File: config.mk
export PLATFORM = sky130hd
export DESIGN_NAME = traffic_light_sequencer_flat
export DESIGN_NICKNAME = d
export VERILOG_FILES = /design/src/rtl/traffic_light_sequencer_if.sv /design/src/rtl/traffic_light_sequencer.sv /design/src/flat_wrapper.sv
export SDC_FILE = /design/constraint.sdc
export NUM_CORES = 1
export LEC_CHECK = 0
export CAP_MARGIN = 20
export CORE_MARGIN = 5
export CORE_UTILIZATION = 40
export DETAILED_ROUTE_END_ITERATION = 10
export PLACE_DENSITY = 0.57
export REMOVE_ABC_BUFFERS = 1
export SLEW_MARGIN = 20
export SYNTH_ARGS = -nofsm -noshare
export SYNTH_HDL_FRONTEND = slang
export SYNTH_SLANG_ARGS = --single-unit
File: constraint.sdc
create_clock -name i_clk -period 3.1 [get_ports i_clk]
set_clock_uncertainty 0.2 [all_clocks]
set_input_delay 0.775 -clock i_clk [delete_from_list [all_inputs] [get_ports i_clk]]
set_output_delay 0.775 -clock i_clk [all_outputs]
set_load 0.01 [all_outputs]
File: src/rtl/traffic_light_sequencer_if.sv
// Bundle between the phase sequencer and its host/controller side.
// master drives run/clear/ped/value; slave (sequencer) drives the phase outputs.
interface traffic_light_sequencer_if;
  logic       i_run;
  logic       i_clear;
  logic       i_ped_req;
  logic [6:0] i_value;
  logic [1:0] o_state;
  logic       o_en;
  logic       o_fault;
  logic       o_phase_done;
  logic       o_ped_ack;
  logic [7:0] o_cycle_count;

  modport master (
    output i_run, i_clear, i_ped_req, i_value,
    input  o_state, o_en, o_fault,
    input  o_phase_done, o_ped_ack, o_cycle_count
  );

  modport slave (
    input  i_run, i_clear, i_ped_req, i_value,
    output o_state, o_en, o_fault,
    output o_phase_done, o_ped_ack, o_cycle_count
  );
endinterface

File: src/rtl/traffic_light_sequencer.sv
// Traffic light phase sequencer: RED->GREEN->YELLOW on countdown expiry,
// per-phase watchdog with latched FAULT, pedestrian request latch/ack.
// Ports: i_clk, i_reset (sync, active-high), bus (slave modport):
//   in : i_run, i_clear, i_ped_req, i_value[6:0]
//   out: o_state[1:0], o_en, o_fault, o_phase_done, o_ped_ack,
//        o_cycle_count[7:0] (all registered)
module traffic_light_sequencer #(
  parameter int unsigned ARM_TIMEOUT = 16,
  parameter int unsigned MAX_PHASE   = 32'd1_000_000_000,
  parameter int unsigned WD_WIDTH    = 32
) (
  input logic                        i_clk,
  input logic                        i_reset,
  traffic_light_sequencer_if.slave   bus
);

  localparam logic [2:0] S_IDLE   = 3'd0;
  localparam logic [2:0] S_RED    = 3'd1;
  localparam logic [2:0] S_GREEN  = 3'd2;
  localparam logic [2:0] S_YELLOW = 3'd3;
  localparam logic [2:0] S_FAULT  = 3'd4;

  localparam logic [1:0] C_OFF = 2'b00;
  localparam logic [1:0] C_RED = 2'b01;
  localparam logic [1:0] C_YEL = 2'b10;
  localparam logic [1:0] C_GRN = 2'b11;

  localparam logic [WD_WIDTH-1:0] WD_ARM =
    WD_WIDTH'(ARM_TIMEOUT - 1);
  localparam logic [WD_WIDTH-1:0] WD_MAX =
    WD_WIDTH'(MAX_PHASE - 1);
  localparam logic [WD_WIDTH-1:0] WD_ONE =
    WD_WIDTH'(1);

  logic [2:0]          state_q, state_d;
  logic                armed_q, armed_d;
  logic [WD_WIDTH-1:0] wd_q, wd_d;
  logic                ped_q, ped_d;
  logic [1:0]          st_q, st_d;
  logic                en_q, en_d;
  logic                fault_q, fault_d;
  logic                done_q, done_d;
  logic                ack_q, ack_d;
  logic [7:0]          cnt_q, cnt_d;

  logic running;
  logic expire;
  logic wd_trip;

  assign running = (state_q == S_RED) ||
                   (state_q == S_GREEN) ||
                   (state_q == S_YELLOW);

  // armed_q is last cycle's view, so a stale zero on the first
  // cycle of a new phase never counts as expiry.
  assign expire  = armed_q && (bus.i_value == 7'd0);
  assign wd_trip = (!armed_q && (wd_q == WD_ARM)) ||
                   (wd_q == WD_MAX);

  always_comb begin
    state_d = state_q;
    armed_d = armed_q;
    wd_d    = wd_q;
    ped_d   = ped_q |
              (bus.i_ped_req && (state_q != S_FAULT));
    done_d  = 1'b0;
    ack_d   = 1'b0;
    cnt_d   = cnt_q;

    unique case (state_q)
      S_IDLE: begin
        if (bus.i_run) state_d = S_RED;
      end
      S_RED, S_GREEN, S_YELLOW: begin
        if (wd_trip) begin
          state_d = S_FAULT;
          armed_d = 1'b0;
          wd_d    = '0;
          ped_d   = 1'b0;
        end else if (!bus.i_run) begin
          state_d = S_IDLE;
          armed_d = 1'b0;
          wd_d    = '0;
        end else if (expire) begin
          armed_d = 1'b0;
          wd_d    = '0;
          done_d  = 1'b1;
          if (state_q == S_RED) begin
            state_d = S_GREEN;
          end else if (state_q == S_GREEN) begin
            state_d = S_YELLOW;
          end else begin
            state_d = S_RED;
            cnt_d   = cnt_q + 8'd1;
          end
        end else begin
          wd_d    = wd_q + WD_ONE;
          armed_d = armed_q | (bus.i_value != 7'd0);
        end
      end
      S_FAULT: begin
        if (bus.i_clear) state_d = S_IDLE;
      end
      default: begin
        state_d = S_IDLE;
        armed_d = 1'b0;
        wd_d    = '0;
      end
    endcase

    // Serve a pending (or same-cycle) request on any RED entry.
    if ((state_d == S_RED) && (state_q != S_RED) && ped_d) begin
      ack_d = 1'b1;
      ped_d = 1'b0;
    end

    st_d    = C_OFF;
    en_d    = 1'b0;
    fault_d = 1'b0;
    unique case (state_d)
      S_RED:    begin st_d = C_RED; en_d = 1'b1; end
      S_GREEN:  begin st_d = C_GRN; en_d = 1'b1; end
      S_YELLOW: begin st_d = C_YEL; en_d = 1'b1; end
      S_FAULT:  fault_d = 1'b1;
      default:  st_d = C_OFF;
    endcase
  end

  always_ff @(posedge i_clk) begin
    if (i_reset) begin
      state_q <= S_IDLE;
      armed_q <= 1'b0;
      wd_q    <= '0;
      ped_q   <= 1'b0;
      st_q    <= C_OFF;
      en_q    <= 1'b0;
      fault_q <= 1'b0;
      done_q  <= 1'b0;
      ack_q   <= 1'b0;
      cnt_q   <= 8'd0;
    end else begin
      state_q <= state_d;
      armed_q <= armed_d;
      wd_q    <= wd_d;
      ped_q   <= ped_d;
      st_q    <= st_d;
      en_q    <= en_d;
      fault_q <= fault_d;
      done_q  <= done_d;
      ack_q   <= ack_d;
      cnt_q   <= cnt_d;
    end
  end

  assign bus.o_state       = st_q;
  assign bus.o_en          = en_q;
  assign bus.o_fault       = fault_q;
  assign bus.o_phase_done  = done_q;
  assign bus.o_ped_ack     = ack_q;
  assign bus.o_cycle_count = cnt_q;

endmodule
File: src/flat_wrapper.sv
// flat-port wrapper written by rule: the top's interface ports become plain ports
module traffic_light_sequencer_flat 
#(
  parameter int unsigned ARM_TIMEOUT = 16,
  parameter int unsigned MAX_PHASE   = 32'd1_000_000_000,
  parameter int unsigned WD_WIDTH    = 32
)
  (i_clk, i_reset, bus_i_run, bus_i_clear, bus_i_ped_req, bus_i_value, bus_o_state, bus_o_en, bus_o_fault, bus_o_phase_done, bus_o_ped_ack, bus_o_cycle_count);
  traffic_light_sequencer_if bus_i ();
  input logic i_clk;
  input logic i_reset;
  input wire logic [$bits(bus_i.i_run)-1:0] bus_i_run;
  input wire logic [$bits(bus_i.i_clear)-1:0] bus_i_clear;
  input wire logic [$bits(bus_i.i_ped_req)-1:0] bus_i_ped_req;
  input wire logic [$bits(bus_i.i_value)-1:0] bus_i_value;
  output wire logic [$bits(bus_i.o_state)-1:0] bus_o_state;
  output wire logic [$bits(bus_i.o_en)-1:0] bus_o_en;
  output wire logic [$bits(bus_i.o_fault)-1:0] bus_o_fault;
  output wire logic [$bits(bus_i.o_phase_done)-1:0] bus_o_phase_done;
  output wire logic [$bits(bus_i.o_ped_ack)-1:0] bus_o_ped_ack;
  output wire logic [$bits(bus_i.o_cycle_count)-1:0] bus_o_cycle_count;
  assign bus_i.i_run = bus_i_run;
  assign bus_i.i_clear = bus_i_clear;
  assign bus_i.i_ped_req = bus_i_ped_req;
  assign bus_i.i_value = bus_i_value;
  assign bus_o_state = bus_i.o_state;
  assign bus_o_en = bus_i.o_en;
  assign bus_o_fault = bus_i.o_fault;
  assign bus_o_phase_done = bus_i.o_phase_done;
  assign bus_o_ped_ack = bus_i.o_ped_ack;
  assign bus_o_cycle_count = bus_i.o_cycle_count;
  traffic_light_sequencer #(.ARM_TIMEOUT(ARM_TIMEOUT), .MAX_PHASE(MAX_PHASE), .WD_WIDTH(WD_WIDTH)) u_core (.i_clk(i_clk), .i_reset(i_reset), .bus(bus_i));
endmodule
Word-level counts from Yosys, hierarchy flattened
Index checks and enable logic that the tools add are counted.

Reduce and logical (&&, ||, !) cells: 16. $add $sub $neg: 2. Eq/ne operators: 12. Bitwise operators: 7. Mux-type cells: 23.

Operator list (number): $mux 32 (3); $pmux 32 s2 (1); $add 32x1->32 const B (1); $eq 32x30->1 const B (1); $eq 32x4->1 const B (1); $mux 3 (6); $eq 3x2->1 const B (4); $mux 1 (9); $pmux 3 s3 (1); $add 8x1->8 const B (1); $logic_not 7->1 (1); $reduce_bool 7->1 (1); $eq 3x1->1 const B (2); $eq 3x3->1 const B (2); $pmux 2 s3 (1); $reduce_and 6->1 (1); $reduce_or 3->1 (2); $logic_and 1x1->1 (5); $not 1->1 (5); $reduce_or 2->1 (2); $reduce_or 4->1 (1); $logic_not 3->1 (1); $ne 3x1->1 const B (1); $ne 3x3->1 const B (1); other kinds (5) (6).

Register bits: 51. Logic and storage cells: 70. Bits of input ports: 12. Output and inout port bits: 14.

Depth between registers and ports, before layout
Depth in word-level cells: 11. Gate-level depth with buffers: 8. Depth with buffers taken out: 7.

Least setup slack after synthesis
OpenSTA, ideal clock, no wires.

Path kind: input -> register. Start: in bus_i_value[2]. End: reg u_core.cnt_q[6], in the netlist u_core.bus.o_cycle_count[6]. Setup time: 131 ps. Path buffers: 0. Arrival time: 2176 ps. Stages: 5. Required time: 2769 ps. Slack: 592 ps. Cell sequence: nor4_2 > nand4_1 > a2111oi_2 > a21o_1 > a21oi_1.

Longest elaborated chain between the ends: 3.

Ends and longest elaborated chain: from (decl) (RTL line flat_wrapper.sv:15) `input wire logic [$bits(bus_i.i_value)-1:0] bus_i_value;`; $logic_not 7->1 (RTL line traffic_light_sequencer.sv:56) `assign expire = armed_q && (bus.i_value == 7'd0);`; $logic_and 1x1->1 (RTL line traffic_light_sequencer.sv:56); $reduce_and 6->1 (no line); to (signal assigned) (RTL line traffic_light_sequencer.sv:151) `cnt_q <= cnt_d;`; to (decl) (RTL line traffic_light_sequencer.sv:44) `logic [7:0] cnt_q, cnt_d;`.

No other way between the ends. A chain may end at the register's enable or synchronous reset.

Worst setup path after layout
Start: reg u_core.wd_q[1]. End: reg u_core.wd_q[26].

Longest elaborated chain between the ends: 5. Elaborated cells on any way between the ends: 9. Classes of those cells: add/sub (1); eq/ne (2); mux (4); reduce/logical (2).

Ends and longest elaborated chain: from (decl) (RTL line traffic_light_sequencer.sv:37) `logic [WD_WIDTH-1:0] wd_q, wd_d;`; from (signal assigned) (RTL line traffic_light_sequencer.sv:144) `wd_q <= wd_d;`; $add 32x1->32 or $eq 32x4->1 (tied branches) (RTL line traffic_light_sequencer.sv:97, traffic_light_sequencer.sv:57); $mux 32 or $logic_and 1x1->1 (tied branches) (RTL line traffic_light_sequencer.sv:84, traffic_light_sequencer.sv:57); $mux 32 or $logic_or 1x1->1 (tied branches) (RTL line traffic_light_sequencer.sv:80, traffic_light_sequencer.sv:57); $mux 32 (*) (RTL line traffic_light_sequencer.sv:75) `if (wd_trip) begin`; $pmux 32 s2 (*) (RTL line traffic_light_sequencer.sv:70) `unique case (state_q)`.

Every way passes the cells marked *; elsewhere a longest branch is shown, timed or not.

==> impl_metrics.tcl <==
set metrics [dict create \
    status "complete, no violations" \
    p_total_mw 1.122 \
    crit_required_ns 3.07 \
    first_pass_iters 5 \
    wire_per_inst_um 14.62 \
    multi_input_area_um2 1563 \
    cts-htree-levels 2 \
    vias_per_cell 5.437 \
    nNetsFinal 357 \
    crit_fanout 13 \
    power_leakage_nw 1.092 \
    crit_start "u_core.wd_q[1]$_SDFFE_PP0N_" \
    hp-class "reg -> reg" \
    yosysTopAreaCellShare 0.3824 \
    cts_root_buffer "clkbuf_8" \
    cts_buffer_depth 2 \
    grt_overflow 0 \
    core_um2 6422 \
    cts.clk_slew.worst_paths_ns 0.09 \
    setup_viol 0 \
    cp_num_buf_inv 0 \
    synth_area_per_cell_um2 8.558 \
    fmax_mhz 365.6 \
    cp_cell_sequence "ha_1 -> nand3_2 -> or4_4 -> nand2b_4 -> a21bo_4 -> nand2_1 -> o21ai_0" \
    postSynthCellCount 312 \
    dieArea_um2 8409 \
    track_usage 0.1509 \
    antenna_left 0 \
    worstPathArrival_ns 2.71 \
    ys_seq_area_frac 0.3824 \
    vias 2289 \
    cts_setup_buffers 0 \
    async_reset_ff_frac 0 \
    drt_iter0_drc 151 \
    power_frac_comb 0.067 \
    path_class "reg -> reg" \
    synthToLayoutAreaGrowth_pct 17.20 \
    p_sw_mw 0.2675 \
    start_util 0.4157 \
    clkLatencyLatePin_ns 0.30 \
    postCtsResizedCells 0 \
    grt_max_degree 19 \
    gp_congestion 0.8129 \
    hold_buffers 0 \
    port_buffers 25 \
    synth_top_area_cell "dfxtp_1" \
    synth_cell_types 54 \
    hpwl_um 4519 \
    yosysWarnings 0 \
    post-route-period-util 0.8824 \
    io_pins 26 \
    grt_first_pass_wirelength_um 10580 \
    antenna_found_initial 0 \
    power_frac_seq 0.591 \
    power_frac_clock 0.342 \
    n_fill_cell 629 \
    hp-start "u_core.wd_q[31]$_SDFFE_PP0N_" \
    intPower_mw 0.8540 \
    fin_setup_tns_ns 0 \
    drv_cap 0 \
    fin_cells 421 \
    synthesis.area_um2 2670 \
    finalWirelength_um 6155 \
    power.density_nw_per_um2 358.4 \
    cp-start-kind "flip-flop" \
    min_period_ns 2.735 \
    rsz0062_at_grt "no" \
    tightest_slew_ns 0.5209 \
    rr_startpoint "u_core.wd_q[1]$_SDFFE_PP0N_" \
    yosys_most_used_dff "dfxtp_1" \
    slew_headroom 0.6437 \
    ys_ff_latch 51 \
    crit_family "simple AND/OR/NAND/NOR gates" \
    slowest_stage "or4_4" \
    cts_buffers 5 \
    drive_above_1_share 0.1279 \
    slowest_delay_ns 0.59 \
    rows 29 \
    max-vdd-ir-drop_uv 151.8 \
    synth_edf_count 0 \
    endpoint_kind "flip-flop" \
    n_antenna_cell 0 \
    synthTopCellsByArea "dfxtp_1 38%, xor2_1 5.2%, nand2_1 5.2%" \
    cts_tree "done" \
    fp.dieW_um 91.70 \
    register_area_um2 1021 \
    swShare 0.2385 \
    grt_pass1_vias 2200 \
    dp_cells 412 \
    hold_viol 0 \
    die_y_um 91.70 \
    drc 0 \
    clock-sinks 51 \
    drv_slew 0 \
]
## cells by family after synthesis
family                     after synthesis  share of synthesized area
AOI/OAI and AO/OA                       46                     0.1312
muxes                                    6                    0.02249
buffers and inverters                   17                    0.03233
adders and majority gates                2                   0.009371
and+or+nand+nor                        164                     0.3369
DFF                                     51                     0.3824
xor gates and xnor gates                26                    0.08528
## Yosys cell counts, types with 4 or more instances
cell      count
nor2_2       10
and2_1        4
and4_1        5
nor4_1        6
inv_1         5
nand2_1      37
xor2_1       16
xnor2_1      10
nand3_1      24
nor2_1       29
nand4_1      12
clkbuf_1      6
and3_1        9
dfxtp_1      51
a21oi_1      10
nor3_1        8
mux2i_1       6
o21ai_0       7
## sequential cells by signal, summed over array words and instances, names as in the netlist
| register | count |
|---|---|
| u_core.armed_q | 1 |
| u_core.bus.o_cycle_count | 8 |
| u_core.bus.o_en | 1 |
| u_core.bus.o_fault | 1 |
| u_core.bus.o_ped_ack | 1 |
| u_core.bus.o_phase_done | 1 |
| u_core.bus.o_state | 2 |
| u_core.ped_q | 1 |
| u_core.state_q | 3 |
| u_core.wd_q | 32 |
## cell usage in the layout (no fill, tap or decap), types with 7 or more instances in the layout
| master | instances |
|---|---|
| nand4_1 | 12 |
| nor2_1 | 29 |
| buf_4 | 10 |
| dfxtp_1 | 51 |
| and3_1 | 9 |
| clkdlybuf4s50_1 | 25 |
| xor2_1 | 16 |
| nand2_1 | 37 |
| a21oi_1 | 10 |
| nand3_1 | 24 |
| nor2_2 | 10 |
| o21ai_0 | 7 |
| xnor2_1 | 10 |
| nor3_1 | 8 |
## layer usage
metal  routed length, um  up-vias  global-route usage  part of all wire
met2                2867       47              0.2514              0.47
met3                 283        7             0.03110             0.046
met4                  67        0             0.03342             0.011
met5                   0        -                   0                 0
met1                2937     1056              0.2019              0.48
li1                    -     1179                   -                 -
## final cells by class
type	count	share of cell area
inverters	5	0.005998
well taps	77	0.03079
clock inverters	2	0.003998
flip-flops and latches	51	0.3263
multi-input cells	244	0.4994
clock buffers	6	0.02319
repair buffers	36	0.1104
## metrics by stage
| step | instance area, um2 | utilization | worst slack (ns) | hold slack (ns) |
|---|---|---|---|---|
| CTS | 3122 | 0.4861 | 0.3536 | 0.2955 |
| detailed placement | 3037 | 0.4728 | 0.1226 | 0.2812 |
| global placement | 3037 | 0.4728 | 0.1385 | 0.2663 |
| floorplan | 2603 | - | 0.5204 | 0.2409 |
| finish | 3129 | 0.4872 | 0.3647 | 0.2879 |
| global route | 3129 | 0.4872 | 0.1695 | 0.3055 |
## power groups by stage
stage	clock, mW	combinational (mW)	sequential, mW
final	0.383	0.0754	0.663
after global routing	0.426	0.0818	0.664
after CTS	0.401	0.0747	0.663
after detailed placement	0	0.0744	0.678
after global placement	0	0.0744	0.678
after floorplan	0	0.0323	0.678
## worst paths after layout
path                                  end  slack (ns)  cells after the start
min          u_core.wd_q[31]$_SDFFE_PP0N_        0.29                      1
max reg2reg  u_core.wd_q[26]$_SDFFE_PP0N_        0.36                      7
max          u_core.wd_q[26]$_SDFFE_PP0N_        0.36                      7
min reg2reg  u_core.wd_q[31]$_SDFFE_PP0N_        0.29                      1
Note: power is estimated with default switching activity, not from simulation.
